**config.mk**
```make
export PLATFORM = sky130hd
export DESIGN_NAME = muldiv_unit
export DESIGN_NICKNAME = d
export VERILOG_FILES = /design/src/rtl/muldiv_unit.sv
export SDC_FILE = /design/constraint.sdc
export NUM_CORES = 1
export LEC_CHECK = 0
export BUFFER_PORTS_ARGS = -buffer_cell sky130_fd_sc_hd__buf_4
export CAP_MARGIN = 30
export CORE_AREA = 3 3 158 198
export DETAILED_ROUTE_END_ITERATION = 16
export DIE_AREA = 0 0 161 201
export PLACE_DENSITY = 0.8
export REMOVE_ABC_BUFFERS = 1
export SYNTH_ARGS = -nofsm -noshare
export SYNTH_HDL_FRONTEND = slang
export SYNTH_SLANG_ARGS = --single-unit
```
**constraint.sdc**
```tcl
create_clock -name clk -period 19.2 [get_ports clk]
set_input_delay 0.96 -clock clk [delete_from_list [all_inputs] [get_ports clk]]
set_output_delay 0.96 -clock clk [all_outputs]
set_load 0.01 [all_outputs]
```
**src/rtl/muldiv_unit.sv**
```systemverilog
// Iterative RV32M multiply/divide unit: 32 shift-add or restoring-divide steps,
// with sign fix-up and special-case overrides applied on the edge entering DONE.
module muldiv_unit (
  input  logic        clk,
  input  logic        rst,
  input  logic        start,
  input  logic [2:0]  op,
  input  logic [31:0] a,
  input  logic [31:0] b,
  input  logic [4:0]  rd_in,
  output logic        busy,
  output logic        done,
  output logic [31:0] result,
  output logic [4:0]  rd_out,
  output logic        wb_we
);

  typedef enum logic [1:0] {S_IDLE, S_CALC, S_DONE} state_e;

  state_e      state_q;
  logic [4:0]  cnt_q;
  logic [2:0]  op_q;
  logic [31:0] opnd_q;
  logic [63:0] acc_q;
  logic [32:0] rem_q;
  logic        neg_q, neg_rem_q, div0_q, ovf_q;
  logic [31:0] a_orig_q;
  logic [4:0]  rd_pend_q;
  logic        busy_q, done_q, wb_we_q;
  logic [31:0] result_q;
  logic [4:0]  rd_q;

  logic        a_sgn, b_sgn, a_neg, b_neg;
  logic [31:0] a_mag, b_mag;

  always_comb begin
    a_sgn = (op == 3'b001) || (op == 3'b010) || (op == 3'b100) || (op == 3'b110);
    b_sgn = (op == 3'b001) || (op == 3'b100) || (op == 3'b110);
    a_neg = a_sgn & a[31];
    b_neg = b_sgn & b[31];
    a_mag = a_neg ? -a : a;
    b_mag = b_neg ? -b : b;
  end

  // Multiply keeps the multiplier in acc_q[31:0] and shifts the product in from
  // the top; divide keeps the dividend there and shifts quotient bits in below.
  logic [32:0] add_sum;
  logic [32:0] shifted;
  logic [33:0] diff;
  logic [63:0] acc_d;
  logic [32:0] rem_d;

  always_comb begin
    add_sum = {1'b0, acc_q[63:32]} + (acc_q[0] ? {1'b0, opnd_q} : 33'd0);
    shifted = {rem_q[31:0], acc_q[31]};
    diff    = {1'b0, shifted} - {2'b00, opnd_q};
    acc_d   = acc_q;
    rem_d   = rem_q;
    if (op_q[2]) begin
      if (!diff[33]) begin
        rem_d = diff[32:0];
        acc_d = {acc_q[63:32], acc_q[30:0], 1'b1};
      end else begin
        rem_d = shifted;
        acc_d = {acc_q[63:32], acc_q[30:0], 1'b0};
      end
    end else begin
      acc_d = {add_sum, acc_q[31:1]};
    end
  end

  logic [63:0] prod_s;
  logic [31:0] quo_s, rem_s, fin;

  always_comb begin
    prod_s = neg_q ? -acc_d : acc_d;
    quo_s  = neg_q ? -acc_d[31:0] : acc_d[31:0];
    rem_s  = neg_rem_q ? -rem_d[31:0] : rem_d[31:0];
    case (op_q)
      3'b000:                fin = prod_s[31:0];
      3'b001, 3'b010, 3'b011: fin = prod_s[63:32];
      3'b100, 3'b101:        fin = div0_q ? 32'hFFFF_FFFF : (ovf_q ? 32'h8000_0000 : quo_s);
      default:               fin = div0_q ? a_orig_q : (ovf_q ? 32'h0000_0000 : rem_s);
    endcase
  end

  always_ff @(posedge clk or posedge rst) begin
    if (rst) begin
      state_q   <= S_IDLE;
      cnt_q     <= 5'd0;
      op_q      <= 3'd0;
      opnd_q    <= 32'd0;
      acc_q     <= 64'd0;
      rem_q     <= 33'd0;
      neg_q     <= 1'b0;
      neg_rem_q <= 1'b0;
      div0_q    <= 1'b0;
      ovf_q     <= 1'b0;
      a_orig_q  <= 32'd0;
      rd_pend_q <= 5'd0;
      busy_q    <= 1'b0;
      done_q    <= 1'b0;
      wb_we_q   <= 1'b0;
      result_q  <= 32'd0;
      rd_q      <= 5'd0;
    end else begin
      case (state_q)
        S_IDLE: begin
          if (start) begin
            state_q   <= S_CALC;
            busy_q    <= 1'b1;
            cnt_q     <= 5'd0;
            op_q      <= op;
            opnd_q    <= op[2] ? b_mag : a_mag;
            acc_q     <= op[2] ? {32'd0, a_mag} : {32'd0, b_mag};
            rem_q     <= 33'd0;
            neg_q     <= a_neg ^ b_neg;
            neg_rem_q <= a_neg;
            div0_q    <= (b == 32'd0);
            ovf_q     <= ((op == 3'b100) || (op == 3'b110)) &&
                         (a == 32'h8000_0000) && (b == 32'hFFFF_FFFF);
            a_orig_q  <= a;
            rd_pend_q <= rd_in;
          end
        end
        S_CALC: begin
          acc_q <= acc_d;
          rem_q <= rem_d;
          cnt_q <= cnt_q + 5'd1;
          if (cnt_q == 5'd31) begin
            state_q  <= S_DONE;
            done_q   <= 1'b1;
            result_q <= fin;
            rd_q     <= rd_pend_q;
            wb_we_q  <= (rd_pend_q != 5'd0);
          end
        end
        S_DONE: begin
          state_q <= S_IDLE;
          busy_q  <= 1'b0;
          done_q  <= 1'b0;
          wb_we_q <= 1'b0;
        end
        default: state_q <= S_IDLE;
      endcase
    end
  end

  assign busy   = busy_q;
  assign done   = done_q;
  assign result = result_q;
  assign rd_out = rd_q;
  assign wb_we  = wb_we_q;

endmodule

```
# ---- After elaboration in Yosys (flattened, before gate mapping)
# Index checks and enable logic that the tools add are counted.
dict set report word_totals {
  reg_bits 219
  output_inout_bits 40
  word_cells 99
}
dict set report classes {
  addsub 8
  n_eq_ne 16
  muxes 32
  bitwise 3
  reduce_logical 23
}
# cell count
set ops {}
lappend ops {{$mux W32} 14}
lappend ops {{$mux W64} 3}
lappend ops {{$neg A32 Y32} 4}
lappend ops {{$pmux W64 S2} 1}
lappend ops {{$pmux W32 S3} 1}
lappend ops {{$eq A32 B32 Y1 const B} 2}
lappend ops {{$neg A64 Y64} 1}
lappend ops {{$pmux W32 S2} 1}
lappend ops {{$sub A33 B32 Y34} 1}
lappend ops {{$add A32 B32 Y33} 1}
lappend ops {{$logic_not A32 Y1} 1}
lappend ops {{$eq A3 B3 Y1 const B} 4}
lappend ops {{$reduce_and A2 Y1} 6}
lappend ops {{$pmux W5 S2} 1}
lappend ops {{$eq A3 B2 Y1 const B} 3}
lappend ops {{$eq A3 B1 Y1 const B} 2}
lappend ops {{$logic_or A1 B1 Y1} 6}
lappend ops {{$pmux W1 S2} 3}
lappend ops {{$reduce_bool A2 Y1} 3}
lappend ops {{$add A5 B1 Y5 const B} 1}
lappend ops {{$eq A5 B5 Y1 const B} 1}
lappend ops {{$mux W5} 1}
lappend ops {{$reduce_bool A5 Y1} 1}
lappend ops {{$mux W1} 4}
lappend ops {{12 further kinds} 16}

# ---- Logic depth before layout (Yosys ltp)
dict set report depth {
  ltp_word 9
  depth_mapped 22
}

# ---- Least setup slack after synthesis
# No wires, ideal clock.
dict set report synth_path {
  path_kind {register to register}
  startpoint {register rem_q[23]}
  endpoint {register result_q[28], in the netlist result[28]}
  setup_ns 0.127
  t_arrival_ns 4.746
  path_slack_ns 14.327
  path_stages_with_launch 21
  path_cell_list {dfrtp_1 -> ha_1 -> clkbuf_1 -> nand4_1 -> or4_4 -> a2111o_1 -> o221a_2 -> nand2_1 -> clkbuf_1 -> clkbuf_1 -> a21oi_1 -> mux2i_1 -> ha_1 -> nand2_1 -> or4_1 -> buf_2 -> nand3b_4 -> o31ai_1 -> xor2_1 -> a221oi_1 -> nor2_1}
}
dict set report synth_between {
  elab_chain_cells 8
  elab_cells_between_ends 16
  cone_classes {add/sub (4); mux (12)}
}
# element line
set synth_rtl {}
lappend synth_rtl {{start: declaration} 25} ;# logic [32:0] rem_q;
lappend synth_rtl {{start signal: assignment} 128} ;# rem_q <= rem_d;
lappend synth_rtl {{$sub A33 B32 Y34} 56} ;# diff = {1'b0, shifted} - {2'b00, opnd_q};
lappend synth_rtl {{$mux W32 / $mux W1 (equally long branches)} 60} ;# if (!diff[33]) begin
lappend synth_rtl {{$mux W32 / $mux W64 (equally long branches)} 59} ;# if (op_q[2]) begin
lappend synth_rtl {{$neg A32 Y32, on equally long branches} {78, 77}}
lappend synth_rtl {{$mux W32, on equally long branches} {78, 77}}
lappend synth_rtl {{$mux W32, on equally long branches (2 in series)} {83, 82}}
lappend synth_rtl {{$pmux W32 S3 *} 79} ;# case (op_q)
lappend synth_rtl {{end signal: assignment} 133} ;# result_q <= fin;
lappend synth_rtl {{end: declaration} 30} ;# logic [31:0] result_q;
# Mark *: on every way between the ends. The rest lies on a longest branch, timed or not.
# A chain may end at the register's enable or synchronous reset.

# ---- Worst setup path in the final report
dict set report layout_path {
  startpoint {register op_q[2]}
  endpoint {register result_q[27], in the netlist result[27]}
}
dict set report layout_between {
  elab_chain_cells 6
  elab_cells_between_ends 21
  cone_classes {add/sub (3); eq/ne (5); mux (10); reduce/logical (3)}
}
# element line
set layout_rtl {}
lappend layout_rtl {{start: declaration} 22} ;# logic [2:0] op_q;
lappend layout_rtl {{start signal: assignment} 113} ;# op_q <= op;
lappend layout_rtl {{$mux W32 / $mux W64 (equally long branches)} 59}
lappend layout_rtl {{$neg A32 Y32, on equally long branches} {78, 77}}
lappend layout_rtl {{$mux W32, on equally long branches} {78, 77}}
lappend layout_rtl {{$mux W32, on equally long branches (2 in series)} {83, 82}}
lappend layout_rtl {{$pmux W32 S3 *} 79}
# Marks and branches as above.

==> out/metrics.yaml <==
crit_top_cell: "buf_4"
crit_family: "buffers and inverters"
cts_made_buffers: 26
fin_skew_ps: 15.8
dieHeight_um: 201
utilization_pct: 70.6
area_growth_pct: 10.6
synth_compound_area_share_pct: 27.7
critPathArrivalTime_ps: 6500
layout-drive-gt1-share_pct: 9.91
maxSlewHeadroom_pct: 26.3
syn_inst: 2429
final-setup-viol-count: 0
maxCapViolCount: 0
critPathKind: "reg2reg"
nNetsFinal: 2599
max_freq_mhz: 165
vias_per_cell: 6.97
path_buf_inv: 4
antenna_found_initial: 2
ys.flop_type: "dfrtp_1"
dr.pass1.iters: 7
peakVddDrop_v: 0.000150
ys_seq_area_share_pct: 29.2
row_count: 70
htree_levels: 1
path_max_fanout: 67
timing.setup.tns_ps: 0
drc_errors: 0
synthTopCellsByCount: "nand2_1 (420), dfrtp_1 (219), o21ai_0 (211)"
synth_enable_flop_cells: 0
worstMarginPinSlew_ps: 1090
ant_nets: 0
hp-class: "in2async"
synth_top_area_share_pct: 29.2
cts_buffer_depth: 3
cts.sinks: 219
slew_viol_final: 0
crit_chain: "buf_4, buf_4, inv_2, buf_4, or3_1, a2111oi_0, and4_1, and4_1, nand4_1, nor4bb_1, o21ai_0, a31o_2, a221oi_1, nor2_1"
cts_setup_buffers: 0
ys_warn_count: 0
async_flop_share_pct: 100
grt_pass1_wl_um: 108000
grt_use_total_pct: 42.0
seqCellArea_um2: 5480
required_ps: 19630
period_share_pct: 31.6
fp.dieArea_um2: 32400
power_uw: 4440
place_inst: 2818
grt_max_degree: 88
synth.largest_area_cell: "dfrtp_1"
netlist_area_um2: 18800
synth_top_family_by_area: "compound AO/OA/AOI/OAI gates"
rsz0062_at_grt: "false"
coreArea_um2: 29400
totalWireLength_um: 70500
wl_per_cell_um: 24.6
overflow: 0
p_leak_uw: 0.00888
synth_cell_types: 94
synth-simple-area-share_pct: 22.2
critPathSlowestCell: "dfrtp_4"
synthAdderAreaFrac_pct: 4.87
multi_input_area_um2: 12500
grt_pass1_vias: 18866
antenna_cells: 0
finalHoldViolCount: 0
end_kind: "register"
drt_iter0_drc: 3158
portBuffers: 114
start_util_pct: 63.8
vias: 19978
hold_buffers: 0
synth.most_common_cell: "nand2_1"
cts_resized: 0
n_fill_cell: 2509
synth.area.top_cells: "dfrtp_1 (29%), nand2_1 (8.4%), o21ai_0 (5.6%), xnor2_1 (5.0%), ha_1 (4.7%)"
max_stage_delay_ps: 890
ys_ff_latch: 219
clk_latency_ps: 560
synth-xor-area-share_pct: 8.53
gp_congestion: 1.06
io_pins: 115
power_density_nw_per_um2: 214
start_kind: "register"
cts.reportedPaths.clkPinSlew_ps: 70
cts_root_buf: "clkbuf_16"
outcome: "finished, final reports clean"
die_x_um: 161
muxShareOfSynthArea_pct: 2.92
syn_avg_cell_area_um2: 7.73
final.min_clock_period_ps: 6070
dpl.hpwl_um: 52100
cts_tree: "built"
fin_cells: 2868
## power breakdown
group / leakage [uW] / switching (uW) / internal, uW / total, uW
Clock: 0.000429 / 222 / 311 / 533
Sequential: 0.00275 / 231 / 670 / 902
Combinational: 0.00570 / 1920 / 1090 / 3010
## sequential cells by signal, summed over array words and instances, names as in the netlist, 5 cells and up
name       cells
a_orig_q      32
cnt_q          5
result        32
rd_out         5
opnd_q        32
acc_q         64
rd_pend_q      5
rem_q         32
## layer usage
layer | GRT usage, % | vias to the layer above | share of wire [%]
met1 | 54.1 | 9384 | 37
met2 | 67.8 | 1369 | 45
met4 | 21.9 | 4 | 6.6
li1 | - | 8888 | -
met3 | 7.27 | 333 | 11
met5 | 0 | - | 0.038
## worst register-to-register path, cell delays in order, from the launching register on
cell       delay [ps]
dfrtp_4           890
buf_4             710
buf_4             700
inv_2             140
buf_4             400
or3_1             490
a2111oi_0         540
and4_1            390
and4_1            300
nand4_1           210
nor4bb_1          390
o21ai_0           130
a31o_2            290
a221oi_1          270
nor2_1             90
## cells by family (layout without fill, tap and decap cells)
family,count (synthesis),after routing
buf+inv,226,269
fa+ha+maj,72,72
simple gates,895,895
flops,219,219
mux,54,54
compound gates,780,780
xor+xnor,183,183
## per-stage QoR
| stage | setup slack (ps) | hold WS (ps) | cell area (um^2) |
|---|---|---|---|
| floorplan | 10510 | 446 | 18200 |
| global placement | 13660 | 460 | 19800 |
| detailed placement | 13540 | 462 | 19800 |
| CTS | 13440 | 478 | 20700 |
| global route | 13000 | 499 | 20800 |
| finish | 13130 | 455 | 20800 |
## final timing paths
check	startpoint	end	slack [ps]	cells after the start
min in group clk	a_orig_q[15]	a_orig_q[15]	480	2
worst max-delay path	op_q[2]	result[27]	13130	14
max in group asynchronous	rst	a_orig_q[23]	17020	6
worst max register to register	op_q[2]	result[27]	13130	14
worst min-delay path	rst	acc_q[39]	460	2
worst min register to register	a_orig_q[15]	a_orig_q[15]	480	2
## area by class of cell
type / count / area share [%]
repair buffers: 140 / 5.26
inverters: 81 / 1.50
well taps: 396 / 2.39
clock inverters: 17 / 0.940
multi-input cells: 1984 / 60.0
flip-flops and latches: 219 / 26.4
clock buffers: 31 / 3.47
## layout by cell type, fill, tap and decap left out, types with 53 or more instances in the layout
cell type	count
xnor2_1	108
nand2_1	419
inv_1	76
dfrtp_1	218
o21ai_0	211
nor3_1	57
xor2_1	75
ha_1	70
buf_4	137
nor2_1	165
and2_1	53
a21oi_1	166
No activity file was read; power rests on OpenSTA's default activity.
